### src/rtl/turn_signal_fsm.sv
// turn_signal_fsm
//   Sequential front end of the tail-light controller. Synchronizes the
//   hazard/turn switches and the turn-side input, resolves hazard-over-turn
//   priority, and runs the blink timer. The one-hot state code it drives is
//   decoded combinationally downstream, so every bit of timing lives here.
//
// Parameters
//   HALF_PERIOD : clock cycles per blink half-period (>= 2)
//   CNT_W       : blink counter width, derived from HALF_PERIOD (do not override)
//
// Ports
//   clk          : system clock
//   rst_n        : asynchronous active-low reset
//   SW[1:0]      : async switches, SW[0] = hazards, SW[1] = turn request
//   turn_side    : async, 0 = left, 1 = right
//   CurrentState : registered state code (000 idle, 001 hazards,
//                  010 left, 100 right); idle whenever blink_on = 0
//   blink_on     : registered blink phase, 1 = lamps lit
module turn_signal_fsm #(
  parameter int HALF_PERIOD = 25_000_000,
  parameter int CNT_W       = $clog2(HALF_PERIOD)
) (
  input  logic       clk,
  input  logic       rst_n,
  input  logic [1:0] SW,
  input  logic       turn_side,
  output logic [2:0] CurrentState,
  output logic       blink_on
);

  typedef enum logic [2:0] {
    IDLE       = 3'b000,
    HAZARDS    = 3'b001,
    TURN_LEFT  = 3'b010,
    TURN_RIGHT = 3'b100
  } state_t;

  localparam logic [CNT_W-1:0] CNT_MAX = CNT_W'(HALF_PERIOD - 1);

  // Two-flop synchronizers; only the *_s values are used downstream.
  logic [1:0] sw_meta, sw_s;
  logic       side_meta, side_s;

  state_t           req, req_q;
  state_t           state_q, state_nxt;
  logic [CNT_W-1:0] cnt, cnt_nxt;
  logic             blink_nxt;

  always_ff @(posedge clk or negedge rst_n) begin
    if (!rst_n) begin
      sw_meta   <= '0;
      sw_s      <= '0;
      side_meta <= 1'b0;
      side_s    <= 1'b0;
    end else begin
      sw_meta   <= SW;
      sw_s      <= sw_meta;
      side_meta <= turn_side;
      side_s    <= side_meta;
    end
  end

  // Hazards win over a turn request; turn_side is ignored during hazards.
  always_comb begin
    req = IDLE;
    if (sw_s[0])      req = HAZARDS;
    else if (sw_s[1]) req = side_s ? TURN_RIGHT : TURN_LEFT;
  end

  always_comb begin
    cnt_nxt   = cnt;
    blink_nxt = blink_on;
    state_nxt = state_q;
    if ((req != req_q) || (req == IDLE)) begin
      // Any request change restarts the blink in its on phase, and this
      // takes precedence over a phase end on the same edge. An idle request
      // parks the timer in the same restart condition.
      cnt_nxt   = '0;
      blink_nxt = 1'b1;
      state_nxt = req;
    end else if (cnt != CNT_MAX) begin
      cnt_nxt = cnt + CNT_W'(1);
    end else begin
      // Phase end: flip the phase. The lamps go dark (IDLE code) when the
      // new phase is off, i.e. when the current phase is on.
      cnt_nxt   = '0;
      blink_nxt = ~blink_on;
      state_nxt = blink_on ? IDLE : req;
    end
  end

  always_ff @(posedge clk or negedge rst_n) begin
    if (!rst_n) begin
      req_q    <= IDLE;
      cnt      <= '0;
      blink_on <= 1'b1;
      state_q  <= IDLE;
    end else begin
      req_q    <= req;
      cnt      <= cnt_nxt;
      blink_on <= blink_nxt;
      state_q  <= state_nxt;
    end
  end

  assign CurrentState = state_q;

endmodule

### config.mk
export PLATFORM = sky130hd
export DESIGN_NAME = turn_signal_fsm
export DESIGN_NICKNAME = d
export VERILOG_FILES = /design/src/rtl/turn_signal_fsm.sv
export SDC_FILE = /design/constraint.sdc
export NUM_CORES = 1
export LEC_CHECK = 0
export BUFFER_PORTS_ARGS = -buffer_cell sky130_fd_sc_hd__buf_4
export CAP_MARGIN = 20
export CORE_UTILIZATION = 53
export CTS_CLUSTER_SIZE = 14
export DETAILED_ROUTE_END_ITERATION = 8
export PLACE_DENSITY_LB_ADDON = 0.3
export SETUP_SLACK_MARGIN = 0.5
export SLEW_MARGIN = 0
export SYNTH_ARGS = -nofsm -noshare
export SYNTH_HDL_FRONTEND = slang
export SYNTH_SLANG_ARGS = --single-unit
### constraint.sdc
create_clock -name clk -period 2 [get_ports clk]
set_input_delay 0.2 -clock clk [delete_from_list [all_inputs] [get_ports clk]]
set_output_delay 0.2 -clock clk [all_outputs]
set_load 0.005 [all_outputs]
## After elaboration in Yosys (flattened, before gate mapping)

Cells that the tools add are included.

| word-level totals | value |
|---|---|
| bits in registers | 38 |
| bits of input ports | 5 |
| output and inout bits | 4 |

| cells by class | value |
|---|---|
| add/sub/neg operators | 1 |
| equality and inequality tests | 3 |
| mux-type cells | 10 |
| bitwise logic cells | 1 |
| reduce and logical (&&, ||, !) cells | 2 |

Operators by type and width:

| kind | count |
|---|---|
| $mux W25 | 2 |
| $add A25 B1 Y25 const B | 1 |
| $ne A25 B25 Y1 const B | 1 |
| $mux W3 | 6 |
| $logic_not A3 Y1 | 1 |
| $ne A3 B3 Y1 | 1 |
| $mux W1 | 2 |
| $ne A2 B2 Y1 const B | 1 |
| $logic_or A1 B1 Y1 | 1 |
| $not A1 Y1 | 1 |

## Depth between registers and ports, before layout

| logic depth | value |
|---|---|
| word-level depth | 6 |
| mapped depth | 8 |
| mapped depth without buffers | 6 |

## Worst setup path after synthesis

Ideal clock, no wire load.

| path | value |
|---|---|
| path type | register to register |
| start | register cnt[0] |
| end | register cnt[17] |
| setup time | 0.119 ns |
| data arrival time | 1.779 ns |
| required time | 1.881 ns |
| setup slack | 0.102 ns |
| stages on the path, launching flop included | 9 |
| path buffers | 2 |
| clock period less this slack | 1.898 ns |
| cells stage by stage | dfrtp_1 ha_1 nand4_1 or2_2 nor4_1 or2_2 buf_4 buf_6 nor2_1 |

| between the ends | value |
|---|---|
| cells in the longest elaborated chain, start to end | 3 |

RTL lines:

| what | RTL line | RTL |
|---|---|---|
| start, declared | 46 | `logic [CNT_W-1:0] cnt, cnt_nxt;` |
| start signal, assigned | 100 | `cnt <= cnt_nxt;` |
| $add A25 B1 Y25 / $ne A25 B25 Y1 (equally long branches) | 82, 81 |  |
| $mux W25 * | 81 | `end else if (cnt != CNT_MAX) begin` |
| $mux W25 * | 74 | `if ((req != req_q) \|\| (req == IDLE)) begin` |
| named net cnt_nxt[17] | 46 |  |

Mark *: on every way through the listed nets, which the timed path passes. The rest lies on a longest branch.
A chain may end at the register's enable or synchronous reset.

## Worst setup path in the final report

| path | value |
|---|---|
| start | register cnt[9] |
| end | register state_q[2], in the netlist CurrentState[2] |

| between the ends | value |
|---|---|
| cells in the longest elaborated chain, start to end | 2 |

RTL lines:

| what | RTL line | RTL |
|---|---|---|
| $ne A25 B25 Y1 | 81 |  |
| $ne A2 B2 Y1 (no source line) | n/a |  |
| end signal, assigned | 102 | `state_q <= state_nxt;` |
| end, declared | 45 | `state_t state_q, state_nxt;` |

No other way between the ends.

==> results.sh <==
export IMPL_clk_pin_slew_ps=120
export IMPL_grt_pass1_wl_mm=6.11
export IMPL_die_w_um=58.2
export IMPL_cp_cell_sequence="buf_4 -> nor3_1 -> nand4b_1 -> nor4_4 -> buf_4 -> or2_4 -> o32ai_2"
export IMPL_area_growth_pct=36.1
export IMPL_yosysWarningCount=0
export IMPL_arrival_ps=2110
export IMPL_routed_via_count=1371
export IMPL_p_seq_share_pct=50.9
export IMPL_synthFlopType="dfrtp_1"
export IMPL_rsz0062_at_grt="true"
export IMPL_reg2reg_slack_ps=130
export IMPL_yosysSeqAreaShare_pct=56.9
export IMPL_setup_viol=0
export IMPL_slowest_stage="dfrtp_1"
export IMPL_max_cap_violations=0
export IMPL_wl_per_cell_um=15.9
export IMPL_antenna_cells=0
export IMPL_cts_sinks=38
export IMPL_synth_simple_gate_area_share_pct=22.7
export IMPL_pwr_share_clk_pct=43.4
export IMPL_routed_wl_mm=3.97
export IMPL_syn_inst=159
export IMPL_syn_nets=165
export IMPL_boundaryPins=9
export IMPL_synth_common_cells="dfrtp_1 (37), nor2_1 (28), xor2_1 (12)"
export IMPL_coreArea_sq_um=3030
export IMPL_worst_setup_path_end_kind="flip-flop"
export IMPL_swShare_pct=20.2
export IMPL_die_h_um=58.2
export IMPL_cpMostUsedCell="buf_4"
export IMPL_worstRegToRegCells=7
export IMPL_cpPeakStageDelay_ps=400
export IMPL_fill_cells=191
export IMPL_antenna_found_initial=0
export IMPL_fmax_mhz=535
export IMPL_drt_drc_violations_left=0
export IMPL_reg2reg_to="CurrentState[2]"
export IMPL_crit_type="reg2reg"
export IMPL_final_nets=210
export IMPL_relSlewSlack_pct=68.4
export IMPL_r2r_start="cnt[9]"
export IMPL_firstDrtPassIters=5
export IMPL_period_needed_ps=1870
export IMPL_finalWorstSetupSlack_ps=130
export IMPL_portBuffers=8
export IMPL_intPower_mw=1.24
export IMPL_finalCritPeriodShare_pct=93.5
export IMPL_crit_cells=7
export IMPL_row_count=20
export IMPL_synth_cell_types=31
export IMPL_cts_htree_levels=2
export IMPL_comb_power_share_pct=5.7
export IMPL_tns_ps=0
export IMPL_initial_core_util_pct=55.2
export IMPL_cts_tree="yes"
export IMPL_die_area_sq_um=3380
export IMPL_synthAdderAreaFrac_pct=0.748
export IMPL_start_kind="flip-flop"
export IMPL_gp_congestion=0.791
export IMPL_grt_pass1_vias=1302
export IMPL_synth_top_family_by_area="simple AND/OR/NAND/NOR gates"
export IMPL_synth_edf_count=0
export IMPL_ys_async_sr_fraction_pct=100
export IMPL_p_per_area_nw_per_um2=685
export IMPL_syn_area_sq_um=1670
export IMPL_synth_top_cells_by_area="dfrtp_1 (55%), nor2_1 (6.3%), xor2_1 (6.3%)"
export IMPL_grtUsageTotal_pct=24.6
export IMPL_postSynthAreaPerCell_sq_um=10.5
export IMPL_ys_seq_elements=38
export IMPL_drt_iter0_drc=80
export IMPL_dp_slack_ps=99.2
export IMPL_synth_mux_area_share_pct=0
export IMPL_synth_most_common_cell="dfrtp_1"
export IMPL_power_switching_mw=0.314
export IMPL_cp_top_family="simple AND/OR/NAND/NOR gates"
export IMPL_overflow=0
export IMPL_grt_max_degree=39
export IMPL_synth_compound_area_share_pct=4.34
export IMPL_yosys_area_top_type="dfrtp_1"
export IMPL_post_synth_xor_area_fraction_pct=11.0
export IMPL_root_buffer="clkbuf_4"
export IMPL_drv_slew=0
export IMPL_worstPathMaxFanout=7
export IMPL_status="complete, no violations"
export IMPL_worst_pin_slew_ps=474
export IMPL_ant_nets=0
export IMPL_clock_skew_ps=13.6
export IMPL_cp_buffers_inverters=2
export IMPL_p_leak_nw=0.972
export IMPL_via_per_inst=5.51
export IMPL_cp_data_required_time_ps=2240
export IMPL_clockBufferDepth=2
export IMPL_hpwlAfterDp_mm=2.01
export IMPL_insertion_delay_ps=340
export IMPL_yosys_area_top_type_share_pct=55.3
export IMPL_finalHoldViolCount=0
export IMPL_hold_class="in2async"
export IMPL_power_mw=1.56
export IMPL_vdd_drop_max_uv=471
export IMPL_drive_above_1_share_pct=37.1
export IMPL_cts_made_buffers=5
-- area by class of cell --
cell class / count / area, sq um / area share, %
Timing Repair Buffer: 39 / 303 / 13.3
Inverter: 10 / 37.5 / 1.65
Sequential cell: 38 / 952 / 41.8
Tap cell: 44 / 55.1 / 2.42
Clock buffer: 6 / 51.3 / 2.25
Clock inverter: 2 / 60.1 / 2.64
Multi-Input combinational cell: 110 / 817 / 35.9
-- registers in the layout, summed over array words and instances (netlist names) --
register and cells:
side_s 1, sw_meta 2, side_meta 1, sw_s 2
blink_on 1, cnt 25, req_q 3, CurrentState 3
-- power by group through the flow --
stage | clock network, mW | logic, mW | registers, mW
2_1_floorplan | 0 | 0.0352 | 0.806
3_3_place_gp | 0 | 0.0579 | 0.806
3_5_place_dp | 0 | 0.0606 | 0.807
4_1_cts | 0.683 | 0.0826 | 0.793
5_1_grt | 0.716 | 0.0987 | 0.795
6_report | 0.676 | 0.0886 | 0.793
-- how the worst max path moves through the flow --
stage,end,from,slack (ps)
floorplan,cnt[17],cnt[0],220
global placement,cnt[24],cnt[5],180
detailed placement,CurrentState[2],cnt[0],100
CTS,CurrentState[2],cnt[1],220
global route,cnt[23],cnt[1],50
finish,CurrentState[2],cnt[9],130
-- stage by stage --
step / instance area [sq um] / hold WS, ps / util [%] / cells
floorplan: 1710 / -95.6 / - / 159
global placement: 1810 / 175 / 59.6 / 209
detailed placement: 1810 / 180 / 59.6 / 209
CTS: 2140 / 344 / 70.7 / 240
global route: 2280 / 366 / 75.2 / 249
finish: 2280 / 338 / 75.2 / 249
-- repair_timing --
item                                    in CTS  in global routing
endpoints found under the setup margin      29                 29
buffers inserted                            16                  9
hold buffers                                 4                  0
hold endpoints to repair                    40                  0
pin swaps                                   15                 12
gates cloned                                 3                  0
gates resized for setup                     11                 17
-- placed cells by master (no fill, tap or decap), types with 2 or more instances in the layout --
| cell type | instances |
|---|---|
| clkbuf_4 | 5 |
| or2_4 | 5 |
| buf_4 | 35 |
| o32ai_2 | 2 |
| nor3_1 | 3 |
| and3_1 | 2 |
| nand2b_1 | 2 |
| dlygate4sd3_1 | 4 |
| nand4_1 | 6 |
| nor4_4 | 2 |
| nor2_1 | 20 |
| bufinv_16 | 2 |
| nor4_1 | 2 |
| or3_4 | 4 |
| a21oi_2 | 2 |
| o21ai_0 | 2 |
| nand3_1 | 8 |
| nand2_1 | 8 |
| dfrtp_1 | 37 |
| xnor2_1 | 9 |
| xor2_1 | 12 |
| nand3_2 | 2 |
| inv_1 | 9 |
| nor2_2 | 7 |
-- cell families (layout without fill, tap and decap cells) --
| logic type | Yosys count | count (layout) |
|---|---|---|
| XOR/XNOR | 21 | 21 |
| adder cells (fa/ha/maj) | 1 | 1 |
| buffers and inverters | 14 | 57 |
| flip-flops | 38 | 38 |
| AND/OR/NAND/NOR | 74 | 77 |
| AO/OA/AOI/OAI | 11 | 11 |
-- worst reg2reg max path, cell delays in order (launching register included) --
cell and delay, ps:
dfrtp_1 400, buf_4 140, nor3_1 290, nand4b_1 220, nor4_4 260, buf_4 180
or2_4 190, o32ai_2 90
-- routing by layer --
metal	routed length [um]	GRT usage [%]
met1	1680	33.8
met3	154	4.69
met2	2030	39.1
met5	0	0
met4	95	9.52
Note: power is estimated with default switching activity, not from simulation.
